[config.mk]
export PLATFORM = sky130hd
export DESIGN_NAME = psum_accum_ctrl
export DESIGN_NICKNAME = d
export VERILOG_FILES = /design/src/rtl/psum_accum_ctrl.sv
export SDC_FILE = /design/constraint.sdc
export NUM_CORES = 1
export LEC_CHECK = 0
export CORE_ASPECT_RATIO = 1.2
export CORE_UTILIZATION = 25
export CTS_CLUSTER_DIAMETER = 80
export DETAILED_ROUTE_END_ITERATION = 10
export DONT_BUFFER_PORTS = 1
export PLACE_DENSITY = 0.48
export SLEW_MARGIN = 20
export SYNTH_ARGS = -nofsm -noshare
export SYNTH_HDL_FRONTEND = slang
export SYNTH_SLANG_ARGS = --single-unit
[constraint.sdc]
create_clock -name i_CLK -period 10.2 [get_ports i_CLK]
set_clock_uncertainty 0.1 [all_clocks]
set_input_delay 1.53 -clock i_CLK [delete_from_list [all_inputs] [get_ports i_CLK]]
set_output_delay 1.53 -clock i_CLK [all_outputs]
set_load 0.005 [all_outputs]
[src/rtl/psum_accum_ctrl.sv]
// Partial-sum sequencer around the accumulator: owns PSUM_Q, drives flush/bias-select
// across K-tiles, requantizes the final tile and queues it in a 2-entry output buffer.
module psum_accum_ctrl #(
    parameter int N_ACC   = 32,
    parameter int N_OUT   = 8,
    parameter int SHIFT_W = 5,
    parameter int CNT_W   = 10
) (
    input  logic               i_CLK,
    input  logic               i_RSTn,
    input  logic               i_Start,
    input  logic [CNT_W-1:0]   i_Num_Tiles,
    input  logic [CNT_W-1:0]   i_Num_Outs,
    input  logic [SHIFT_W-1:0] i_Shift,
    input  logic               i_Relu,
    input  logic               i_Core_Vld,
    output logic               o_Core_Rdy,
    input  logic [N_ACC-1:0]   i_PSUM_D,
    output logic [N_ACC-1:0]   o_PSUM_Q,
    output logic               o_Flush,
    output logic               o_Sel_Bias_BUF,
    output logic               o_Out_Vld,
    input  logic               i_Out_Rdy,
    output logic [N_OUT-1:0]   o_Out_Data,
    output logic               o_Busy,
    output logic               o_Done,
    output logic [1:0]         o_Dbg_State
);
    // Handshakes: a transfer happens on a rising edge where valid and ready are both
    // high; ready never depends combinationally on the same cycle's valid.

    typedef enum logic [1:0] {
        S_IDLE  = 2'd0,
        S_ACC   = 2'd1,
        S_DRAIN = 2'd2
    } state_t;

    localparam logic signed [N_ACC:0] RQ_ONE  = (N_ACC+1)'(1);
    localparam logic signed [N_ACC:0] SAT_MAX = (N_ACC+1)'((1 << (N_OUT-1)) - 1);
    localparam logic signed [N_ACC:0] SAT_MIN = ~SAT_MAX;

    state_t             state_q, state_d;
    logic [CNT_W-1:0]   num_tiles_q, num_tiles_d;
    logic [CNT_W-1:0]   num_outs_q, num_outs_d;
    logic [SHIFT_W-1:0] shift_q, shift_d;
    logic               relu_q, relu_d;
    logic [CNT_W-1:0]   tile_cnt_q, tile_cnt_d;
    logic [CNT_W-1:0]   out_cnt_q, out_cnt_d;
    logic [N_ACC-1:0]   psum_q, psum_d;
    logic [N_OUT-1:0]   buf_q [2];
    logic [N_OUT-1:0]   buf_d [2];
    logic               wr_ptr_q, wr_ptr_d;
    logic               rd_ptr_q, rd_ptr_d;
    logic [1:0]         buf_cnt_q, buf_cnt_d;

    logic               core_rdy, accept, last_tile, push, pop, done;
    logic signed [N_ACC:0] rq_x, rq_rnd, rq_y;
    logic [N_OUT-1:0]   rq_out;

    // Requantization is one bit wider than the accumulator so the rounding add cannot wrap.
    always_comb begin
        rq_x   = $signed({i_PSUM_D[N_ACC-1], i_PSUM_D});
        rq_rnd = '0;
        if (shift_q != '0) begin
            rq_rnd = RQ_ONE << (shift_q - SHIFT_W'(1));
        end
        rq_y = (rq_x + rq_rnd) >>> shift_q;
        if (relu_q && rq_y[N_ACC]) begin
            rq_y = '0;
        end
        if (rq_y > SAT_MAX) begin
            rq_out = SAT_MAX[N_OUT-1:0];
        end else if (rq_y < SAT_MIN) begin
            rq_out = SAT_MIN[N_OUT-1:0];
        end else begin
            rq_out = rq_y[N_OUT-1:0];
        end
    end

    always_comb begin
        core_rdy  = (state_q == S_ACC) && (buf_cnt_q != 2'd2);
        accept    = core_rdy && i_Core_Vld;
        last_tile = (tile_cnt_q == num_tiles_q - CNT_W'(1));
        push      = accept && last_tile;
        pop       = (buf_cnt_q != 2'd0) && i_Out_Rdy;
        done      = 1'b0;

        state_d     = state_q;
        num_tiles_d = num_tiles_q;
        num_outs_d  = num_outs_q;
        shift_d     = shift_q;
        relu_d      = relu_q;
        tile_cnt_d  = tile_cnt_q;
        out_cnt_d   = out_cnt_q;
        psum_d      = psum_q;

        case (state_q)
            S_IDLE: begin
                if (i_Start) begin
                    num_tiles_d = (i_Num_Tiles == '0) ? CNT_W'(1) : i_Num_Tiles;
                    num_outs_d  = (i_Num_Outs == '0) ? CNT_W'(1) : i_Num_Outs;
                    shift_d     = i_Shift;
                    relu_d      = i_Relu;
                    tile_cnt_d  = '0;
                    out_cnt_d   = '0;
                    state_d     = S_ACC;
                end
            end
            S_ACC: begin
                if (accept) begin
                    psum_d = i_PSUM_D;
                    if (last_tile) begin
                        tile_cnt_d = '0;
                        out_cnt_d  = out_cnt_q + CNT_W'(1);
                        if (out_cnt_q == num_outs_q - CNT_W'(1)) begin
                            state_d = S_DRAIN;
                        end
                    end else begin
                        tile_cnt_d = tile_cnt_q + CNT_W'(1);
                    end
                end
            end
            S_DRAIN: begin
                if (buf_cnt_q == 2'd0) begin
                    done    = 1'b1;
                    state_d = S_IDLE;
                end
            end
            default: state_d = S_IDLE;
        endcase
    end

    always_comb begin
        buf_d     = buf_q;
        wr_ptr_d  = wr_ptr_q;
        rd_ptr_d  = rd_ptr_q;
        buf_cnt_d = buf_cnt_q;
        if (push) begin
            buf_d[wr_ptr_q] = rq_out;
            wr_ptr_d        = ~wr_ptr_q;
        end
        if (pop) begin
            rd_ptr_d = ~rd_ptr_q;
        end
        case ({push, pop})
            2'b10:   buf_cnt_d = buf_cnt_q + 2'd1;
            2'b01:   buf_cnt_d = buf_cnt_q - 2'd1;
            default: buf_cnt_d = buf_cnt_q;
        endcase
    end

    always_ff @(posedge i_CLK or negedge i_RSTn) begin
        if (!i_RSTn) begin
            state_q     <= S_IDLE;
            num_tiles_q <= '0;
            num_outs_q  <= '0;
            shift_q     <= '0;
            relu_q      <= 1'b0;
            tile_cnt_q  <= '0;
            out_cnt_q   <= '0;
            psum_q      <= '0;
            buf_q[0]    <= '0;
            buf_q[1]    <= '0;
            wr_ptr_q    <= 1'b0;
            rd_ptr_q    <= 1'b0;
            buf_cnt_q   <= 2'd0;
        end else begin
            state_q     <= state_d;
            num_tiles_q <= num_tiles_d;
            num_outs_q  <= num_outs_d;
            shift_q     <= shift_d;
            relu_q      <= relu_d;
            tile_cnt_q  <= tile_cnt_d;
            out_cnt_q   <= out_cnt_d;
            psum_q      <= psum_d;
            buf_q       <= buf_d;
            wr_ptr_q    <= wr_ptr_d;
            rd_ptr_q    <= rd_ptr_d;
            buf_cnt_q   <= buf_cnt_d;
        end
    end

    assign o_Core_Rdy     = core_rdy;
    assign o_PSUM_Q       = psum_q;
    assign o_Flush        = (tile_cnt_q == '0);
    assign o_Sel_Bias_BUF = last_tile;
    assign o_Out_Vld      = (buf_cnt_q != 2'd0);
    assign o_Out_Data     = buf_q[rd_ptr_q];
    assign o_Busy         = (state_q != S_IDLE);
    assign o_Done         = done;
    assign o_Dbg_State    = state_q;

endmodule
Word-level counts from Yosys, hierarchy flattened
Cells that the tools add are included.
{ "totals": {"output_inout_bits": 48, "regBits": 100, "elab_cells": 93} }
{ "classes": {"n_shift": 2, "mux": 28, "n_eq_ne": 12, "n_addsub": 8, "bitwise": 4, "n_lt_le_gt_ge": 5, "n_reduce_logical": 21} }
{ "ops": {"columns": ["op", "count"], "rows": [
  ["2-to-1 mux 10 bit", 7],
  ["2-to-1 mux 33 bit", 2],
  ["2-to-1 mux 8 bit", 6],
  ["one-hot mux 10 bit (2 select lines)", 2],
  ["adder 32 x 33 -> 33 bit", 1],
  ["> comparator 33 x 8 -> 1 bit (second input constant)", 1],
  ["< comparator 33 x 8 -> 1 bit (second input constant)", 1],
  ["<< shifter 1 x 5 -> 33 bit (first input constant)", 1],
  [">>> shifter 33 x 5 -> 33 bit", 1],
  ["zero test 10 bit", 3],
  ["adder 10 x 1 -> 10 bit (second input constant)", 2],
  ["equality test 10 bit", 2],
  ["subtractor 10 x 1 -> 10 bit (second input constant)", 2],
  ["bitwise mux 16 bit", 1],
  ["2-to-1 mux 2 bit", 5],
  ["!= test 2 bit (second input constant)", 5],
  ["demux 8 bit (select 1 bit)", 1],
  ["nonzero test 2 bit", 4],
  ["logical AND 1 bit", 6],
  ["one-hot mux 2 bit (3 select lines)", 1],
  ["AND reduction 5 bit", 1],
  ["nonzero test 5 bit", 1],
  ["subtractor 5 x 1 -> 5 bit (second input constant)", 1],
  ["equality test 2 x 1 -> 1 bit (second input constant)", 2],
  ["other kinds (14)", 21]
]} }

Depth between registers and ports, before layout
Gate-level depths: netlist of the first run.
{ "logic_depth": {"ltp_word": 11, "depth_mapped": 24} }

Worst setup path before layout of the first run
Ideal clock, no wire load.
{ "synth_timing": {"kind": "flip-flop to flip-flop", "startpoint": "register shift_q[2]", "endpoint": "register buf_q[3] (netlist name)", "setup_slack_ns": 4.356, "required_time_ns": 9.975, "n_path_buf": 7, "arrival_time_ns": 5.619, "stages_incl_launch_ff": 25, "cell_sequence": "dfrtp_1 -> clkbuf_1 -> clkbuf_1 -> buf_1 -> clkbuf_1 -> buf_1 -> nand3_1 -> nor2_1 -> ha_1 -> buf_2 -> a21oi_1 -> o21ai_1 -> a21o_1 -> a21oi_1 -> a32oi_4 -> xor2_2 -> buf_2 -> a211oi_1 -> o21ba_2 -> a2111oi_2 -> o2111ai_1 -> o31ai_1 -> a41oi_1 -> a211o_1 -> mux2_2"} }
{ "synth_via": {"elab_chain_len": 11} }
{ "synth_lines": {"columns": ["element", "line_no", "text"], "rows": [
  ["start, declared", "45", "logic [SHIFT_W-1:0] shift_q, shift_d;"],
  ["start signal, assigned", "171", "shift_q <= shift_d;"],
  ["subtractor 5 x 1 -> 5 bit", "65", "rq_rnd = RQ_ONE << (shift_q - SHIFT_W'(1));"],
  ["<< shifter 1 x 5 -> 33 bit", "65", null],
  ["2-to-1 mux 33 bit", "64", "if (shift_q != '0) begin"],
  ["adder 32 x 33 -> 33 bit", "67", "rq_y = (rq_x + rq_rnd) >>> shift_q;"],
  [">>> shifter 33 x 5 -> 33 bit (*)", "67", null],
  ["logical AND 1 bit", "68", "if (relu_q && rq_y[N_ACC]) begin"],
  ["2-to-1 mux 33 bit (*)", "68", null],
  ["< comparator 33 x 8 -> 1 bit", "73", "end else if (rq_y < SAT_MIN) begin"],
  ["2-to-1 mux 8 bit", "73", null],
  ["2-to-1 mux 8 bit (*)", "71", "if (rq_y > SAT_MAX) begin"],
  ["bitwise mux 16 bit (*)", "139", "buf_d[wr_ptr_q] = rq_out;"],
  ["end signal, assigned", "176", "buf_q <= buf_d;"],
  ["end, declared", "50", "logic [N_OUT-1:0] buf_q [2];"]
]} }
Mark *: on every way between the ends. The rest lies on a longest branch, timed or not.
A chain may end at the register's enable or synchronous reset.

Worst setup path after layout of the first run
{ "layout_timing": {"startpoint": "register shift_q[0]", "endpoint": "register buf_q[13] (netlist name)"} }
Same word-level chain as after synthesis.

==> flow_summary.json, run 1 <==
{
  "r2r_slack_ns": 2.70,
  "synth_cells": 1269,
  "avgViaCountPerCell": 5.646,
  "worstReg2RegEnd": "buf_q[13]",
  "path_max_fanout": 40,
  "period_needed_ns": 7.500,
  "num_vias": 9908,
  "grt_use_total": 0.1771,
  "cp_num_cells": 19,
  "status": "finished, final reports clean",
  "hold_start": "buf_q[15]",
  "hold_depth": 2,
  "drive_gt1_frac": 0.1121,
  "post_cts_buffers": 0,
  "grt_overflow": 0,
  "fin_crit_sh": 0.7353,
  "area.growth.synth_to_final_pct": 7.235,
  "hpwlAfterDp_um": 27570,
  "rsz0062_at_grt": "false",
  "core_um2": 39740,
  "cts_tree": "built",
  "reg2regPathDepth": 19,
  "setup_ws_ns": 2.700,
  "ant_nets": 0,
  "synth_area_per_cell_um2": 7.945,
  "crit_family": "compound AO/OA/AOI/OAI gates",
  "cpMostUsedCell": "o21ai_1",
  "dp_slack_ns": 2.734,
  "tightest_slew_ns": 1.002,
  "slew_headroom": 0.3301,
  "yosys_most_used_dff": "dfrtp_1",
  "antenna_found_initial": 0,
  "ctsLongestPathBuffers": 2,
  "fmax_mhz": 133.3,
  "critPathLaunchType": "flop",
  "critPathBufInv": 2,
  "synth_top_area_frac": 0.2482,
  "nNetsFinal": 1319,
  "drv_cap": 0,
  "rr_startpoint": "shift_q[0]",
  "cts_made_buffers": 9,
  "dr.pass1.iters": 7,
  "syn-num-nets": 1371,
  "path_clk_slew_ns": 0.08,
  "h-tree-depth": 3,
  "clock-sinks": 100,
  "yosysWarningCount": 0,
  "grt_first_pass_wirelength_um": 56410,
  "fillers": 4345,
  "worst_path_largest_cell_delay_ns": 0.78,
  "crit_path_end_kind": "flop",
  "ys_top_cells_by_area": "dfrtp_1, mux2_2, nor2_1, nand2_1, ha_1",
  "dieWidth_um": 185.3,
  "place.gp.congestion": 0.9549,
  "syn_area_um2": 10080,
  "synthArstFlopShare": 1.000,
  "arrival_ns": 7.71,
  "finalSetupViolCount": 0,
  "hold_violations": 0,
  "grt_pass1_vias": 9789,
  "std_cell_rows": 80,
  "io_pins": 111,
  "irDropWorstVdd_v": 0.0001468,
  "synth_most_common_cell": "nor2_1",
  "cp_slowest_cell": "nand2_1",
  "io_buffers": 0,
  "p_per_area_nw_per_um2": 232.1,
  "yosys_register_bits": 100,
  "die_area_um2": 41140,
  "synth_cell_type_count": 91,
  "initial_core_util": 0.2537,
  "setup_tns_ns": 0,
  "min_to": "buf_q[15]",
  "routedWlPerCell_um": 20.66,
  "die_h_um": 222.0,
  "root_buffer": "clkbuf_16",
  "p_leak_nw": 4.138,
  "antenna_cells": 0,
  "grt_max_degree": 101,
  "cts_resized": 0,
  "wl_um": 36250,
  "hold_buffers": 0,
  "drc": 0,
  "yosys-top-cells-count": "nor2_1, nand2_1, dfrtp_1",
  "fin_util": 0.2721,
  "crit_type": "reg -> reg",
  "cp_cell_sequence": "buf_4, inv_1, nand2_1, nor2_1, ha_1, a21oi_1, o21ai_2, o22ai_1, a21o_1, a32oi_4, xor2_2, o221ai_2, o21ai_1, nand4_1, a211o_1, or4b_4, o41ai_4, a311oi_1, o21ai_1",
  "maxSlewViolCount": 0,
  "drt_iter0_drc": 702,
  "insertion_delay_ns": 0.38,
  "seq_area_frac_synth": 0.2482,
  "hold_path_class": "reg -> reg",
  "worstPathRequired_ns": 10.41,
  "yosys.area.top_type": "dfrtp_1",
  "synth_edf_count": 0
}
layout make-up:
type	count	area, µm²	area share
clock buffer	9	225.2	0.02083
clock inverter	7	67.56	0.006249
timing repair buffer	11	82.58	0.007638
tap	533	666.9	0.06168
sequential	100	2502	0.2315
inverter	29	108.9	0.01007
multi-input combinational	1066	7158	0.6621
registers in the layout, indices dropped and copies added (netlist names):
| register | count |
|---|---|
| wr_ptr_q | 1 |
| rd_ptr_q | 1 |
| tile_cnt_q | 10 |
| num_outs_q | 10 |
| o_Dbg_State | 2 |
| shift_q | 5 |
| out_cnt_q | 10 |
| num_tiles_q | 10 |
| relu_q | 1 |
| buf_q | 16 |
| buf_cnt_q | 2 |
| o_PSUM_Q | 32 |
routing by layer:
| metal | up-vias | share of wire | track usage |
|---|---|---|---|
| li1 | 4648 | - | - |
| met1 | 4837 | 0.42 | 0.2133 |
| met2 | 350 | 0.49 | 0.3051 |
| met3 | 73 | 0.056 | 0.03400 |
| met4 | 0 | 0.033 | 0.07038 |
| met5 | - | 0 | 0 |
cell families after synthesis:
kind of cell | share of synthesized area
AND/OR/NAND/NOR | 0.2183
AO/OA/AOI/OAI | 0.2813
buffers and inverters | 0.04281
flip-flops | 0.2482
multiplexers | 0.1026
XOR/XNOR | 0.05721
adder cells (fa/ha/maj) | 0.04914
other | 0.0003719
worst reg2reg max path: cells and delay by family (launching register included):
family,cells,cell delay [ns]
XOR/XNOR,1,0.65
buffers and inverters,2,0.97
AND/OR/NAND/NOR,4,1.77
flip-flops,1,0.37
adder cells (fa/ha/maj),1,0.35
AO/OA/AOI/OAI,11,3.25
power breakdown:
part           internal, W  total [W]  switching [W]
logic             0.000549    0.00151       0.000957
registers         0.000522   0.000651       0.000128
clock network     0.000172   0.000352       0.000180
total              0.00124    0.00251        0.00127
layout by cell type (no fill, tap or decap), drive strengths merged, types with 18 or more instances in the layout:
cell type  netlist  layout
a211oi          32      32
a21oi           77      77
dfrtp          100     100
ha              38      38
inv             28      32
mux2            69      69
mux2i           19      19
nand2          133     133
nand3           41      41
nand4           24      24
nor2           154     154
nor3            29      29
o211ai          26      26
o21ai           93      93
o22ai           18      18
xnor2           40      40
xor2            25      25
per-stage QoR:
step | hold WS, ns | cells | power (W) | cell area, µm²
global placement | 0.3671 | 1739 | 0.002146 | 10520
floorplan | 0.3421 | 1269 | 0.001704 | 10080
detailed placement | 0.3619 | 1739 | 0.002141 | 10520
global route | 0.4013 | 1755 | 0.002694 | 10810
CTS | 0.3804 | 1755 | 0.002509 | 10810
finish | 0.3758 | 1755 | 0.002509 | 10810
worst max path at each step:
stage,from,endpoint
global route,shift_q[0],buf_q[10]
detailed placement,shift_q[0],buf_q[5]
global placement,shift_q[0],buf_q[5]
CTS,shift_q[0],buf_q[2]
floorplan,shift_q[2],buf_q[3]
finish,shift_q[0],buf_q[13]
Note: power is estimated with default switching activity, not from simulation.
==> run 2, diff against run 1 <==
--- a/config.mk
+++ b/config.mk
@@ -10,7 +10,7 @@
 export CTS_CLUSTER_DIAMETER = 80
 export DETAILED_ROUTE_END_ITERATION = 10
 export DONT_BUFFER_PORTS = 1
-export PLACE_DENSITY = 0.48
+export PLACE_DENSITY = 0.5
 export SLEW_MARGIN = 20
 export SYNTH_ARGS = -nofsm -noshare
 export SYNTH_HDL_FRONTEND = slang
==> constraint.sdc (replaced) <==
create_clock -name i_CLK -period 6.08 [get_ports i_CLK]
set_clock_uncertainty 0.1 [all_clocks]
set_input_delay 0.912 -clock i_CLK [delete_from_list [all_inputs] [get_ports i_CLK]]
set_output_delay 0.912 -clock i_CLK [all_outputs]
set_load 0.005 [all_outputs]
==> run 2 against run 1 <==
  * Critical path type unchanged
  * Worst setup slack got worse by 2.4 ns
  * Largest cell class unchanged
  * Utilization increased by 1.4 points
  * Critical path depth increased by 1
  * Global-route usage increased by 0.55 points
  * Power increased by 76%
  * Non-clock buffer count increased by 65
  * Combinational power increased by 82%
  * Critical endpoint is now buf_q[3]
  * Final cell count increased by 3.7%
  * Largest power group unchanged
  * Hold slack got worse by 0.26 ns
  * Die area unchanged
==> flow_summary.json, run 2 (same netlist as run 1, synthesis figures left out) <==
{
  "status": "finished, final reports clean",
  "cts_made_buffers": 9,
  "h-tree-depth": 3,
  "finalSetupViolCount": 0,
  "grt_use_total": 0.1826,
  "setup_tns_ns": 0,
  "whs_ns": 0.1207,
  "critical_path.startpoint": "shift_q[3]",
  "fin_util": 0.2864,
  "die_area_um2": 41140,
  "hpwlAfterDp_um": 29520,
  "path_max_fanout": 12,
  "fin_crit_sh": 0.9568,
  "insertion_delay_ns": 0.38,
  "ant_nets": 0,
  "fmax_mhz": 171.9,
  "die_h_um": 222.0,
  "critPathLaunchType": "flop",
  "maxSlewViolCount": 0,
  "std_cell_rows": 80,
  "clock-sinks": 100,
  "p_per_area_nw_per_um2": 388.8,
  "routedWlPerCell_um": 20.69,
  "dr.pass1.iters": 7,
  "largest_reg_flops": 32,
  "slew_headroom": 0.3486,
  "cts_tree": "built",
  "root_buffer": "clkbuf_16",
  "drv_cap": 0,
  "r2r_slack_ns": 0.26,
  "core_um2": 39740,
  "worstPathRequired_ns": 6.25,
  "nNetsFinal": 1384,
  "final_cell_mix": "nor2_1, nand2_1, dfrtp_1",
  "grt_pass1_vias": 9984,
  "final_common_cell": "nor2_1",
  "grt_overflow": 0,
  "fillers": 4358,
  "placed_cells": 1801,
  "p_leak_nw": 4.452,
  "antenna_cells": 0,
  "irDropWorstVdd_v": 0.0002898,
  "drive_gt1_frac": 0.1725,
  "hold_buffers": 0,
  "io_pins": 111,
  "hold_path_class": "in -> async",
  "num_vias": 10150,
  "antenna_found_initial": 0,
  "final_cells": 1820,
  "rr_startpoint": "shift_q[3]",
  "io_buffers": 0,
  "grt_first_pass_wirelength_um": 57730,
  "drt_iter0_drc": 879,
  "drc": 0,
  "ctsLongestPathBuffers": 2,
  "area.growth.synth_to_final_pct": 12.89,
  "initial_core_util": 0.2537,
  "period_needed_ns": 5.817,
  "tightest_slew_ns": 0.9771,
  "place.gp.congestion": 0.9721,
  "wl_um": 37650,
  "crit_type": "reg -> reg",
  "path_clk_slew_ns": 0.08,
  "avgViaCountPerCell": 5.575,
  "grt_max_degree": 101,
  "hold_violations": 0,
  "crit_path_end_kind": "flop",
  "power_w": 0.004425,
  "dieWidth_um": 185.3,
  "arrival_ns": 5.99
}
run 2: cell count changes in the layout (fill, tap and decap cells not counted), moves of 2 or more:
| cell | previous run | this run |
|---|---|---|
| a211oi_1 | 28 | 26 |
| a211oi_2 | 4 | 6 |
| a21o_1 | 12 | 10 |
| buf_4 | 11 | 76 |
| inv_6 | 3 | 1 |
| nor2_1 | 153 | 149 |
| nor2_2 | 0 | 3 |
run 2: per-layer routing:
metal | global-route usage | vias up | part of all wire
li1 | - | 4791 | -
met3 | 0.03466 | 88 | 0.053
met5 | 0 | - | 0
met2 | 0.3208 | 380 | 0.49
met1 | 0.2142 | 4887 | 0.41
met4 | 0.07465 | 0 | 0.042
run 2: final timing paths:
kind | endpoint | cells after the start
min | o_PSUM_Q[10] | 0
min in group i_CLK | buf_q[4] | 2
max in group asynchronous | buf_q[11] | 0
max reg2reg | buf_q[3] | 20
max | buf_q[3] | 20
min reg2reg | buf_q[4] | 2
run 2: power breakdown:
group,internal [W],switching (W),leakage [nW]
logic,0.00108,0.00168,3.07
clock network,0.000287,0.000296,0.137
registers,0.000877,0.000212,1.24
total,0.00224,0.00218,4.45
run 2: worst max-delay path, cell delays in order (launching register included):
cell,delay [ns]
dfrtp_1,0.38
buf_4,0.18
nor2_2,0.23
nand2_1,0.26
nor2_2,0.27
ha_2,0.40
and4_1,0.24
and3_1,0.21
a221oi_4,0.47
a32oi_4,0.22
buf_4,0.18
xnor2_1,0.23
buf_4,0.22
nor2_1,0.09
a222oi_1,0.42
a31oi_1,0.22
or2b_1,0.27
nor4b_2,0.29
a41oi_2,0.24
a211o_1,0.30
mux2_2,0.27
run 2: layout make-up:
cell class              count  area [µm²]  area share
repair buffers             76       570.5     0.05013
well taps                 533       666.9     0.05859
clock inverters             6       56.30    0.004947
inverters                  29       108.9    0.009564
clock buffers              10       229.0     0.02012
flip-flops and latches    100        2502      0.2199
multi-input cells        1066        7248      0.6368
run 2: repair_timing:
item                       CTS  global route
pin swaps                    1             6
setup buffers                1             2
resized for setup            3            21
setup endpoints to repair   10            14
run 2: stage by stage:
step / cell area [µm²] / worst slack (ns)
2_1_floorplan: 10080 / 0.2359
3_3_place_gp: 10980 / -0.2986
3_5_place_dp: 10980 / -0.05531
4_1_cts: 11280 / 0.01086
5_1_grt: 11380 / -0.005341
6_report: 11380 / 0.2628
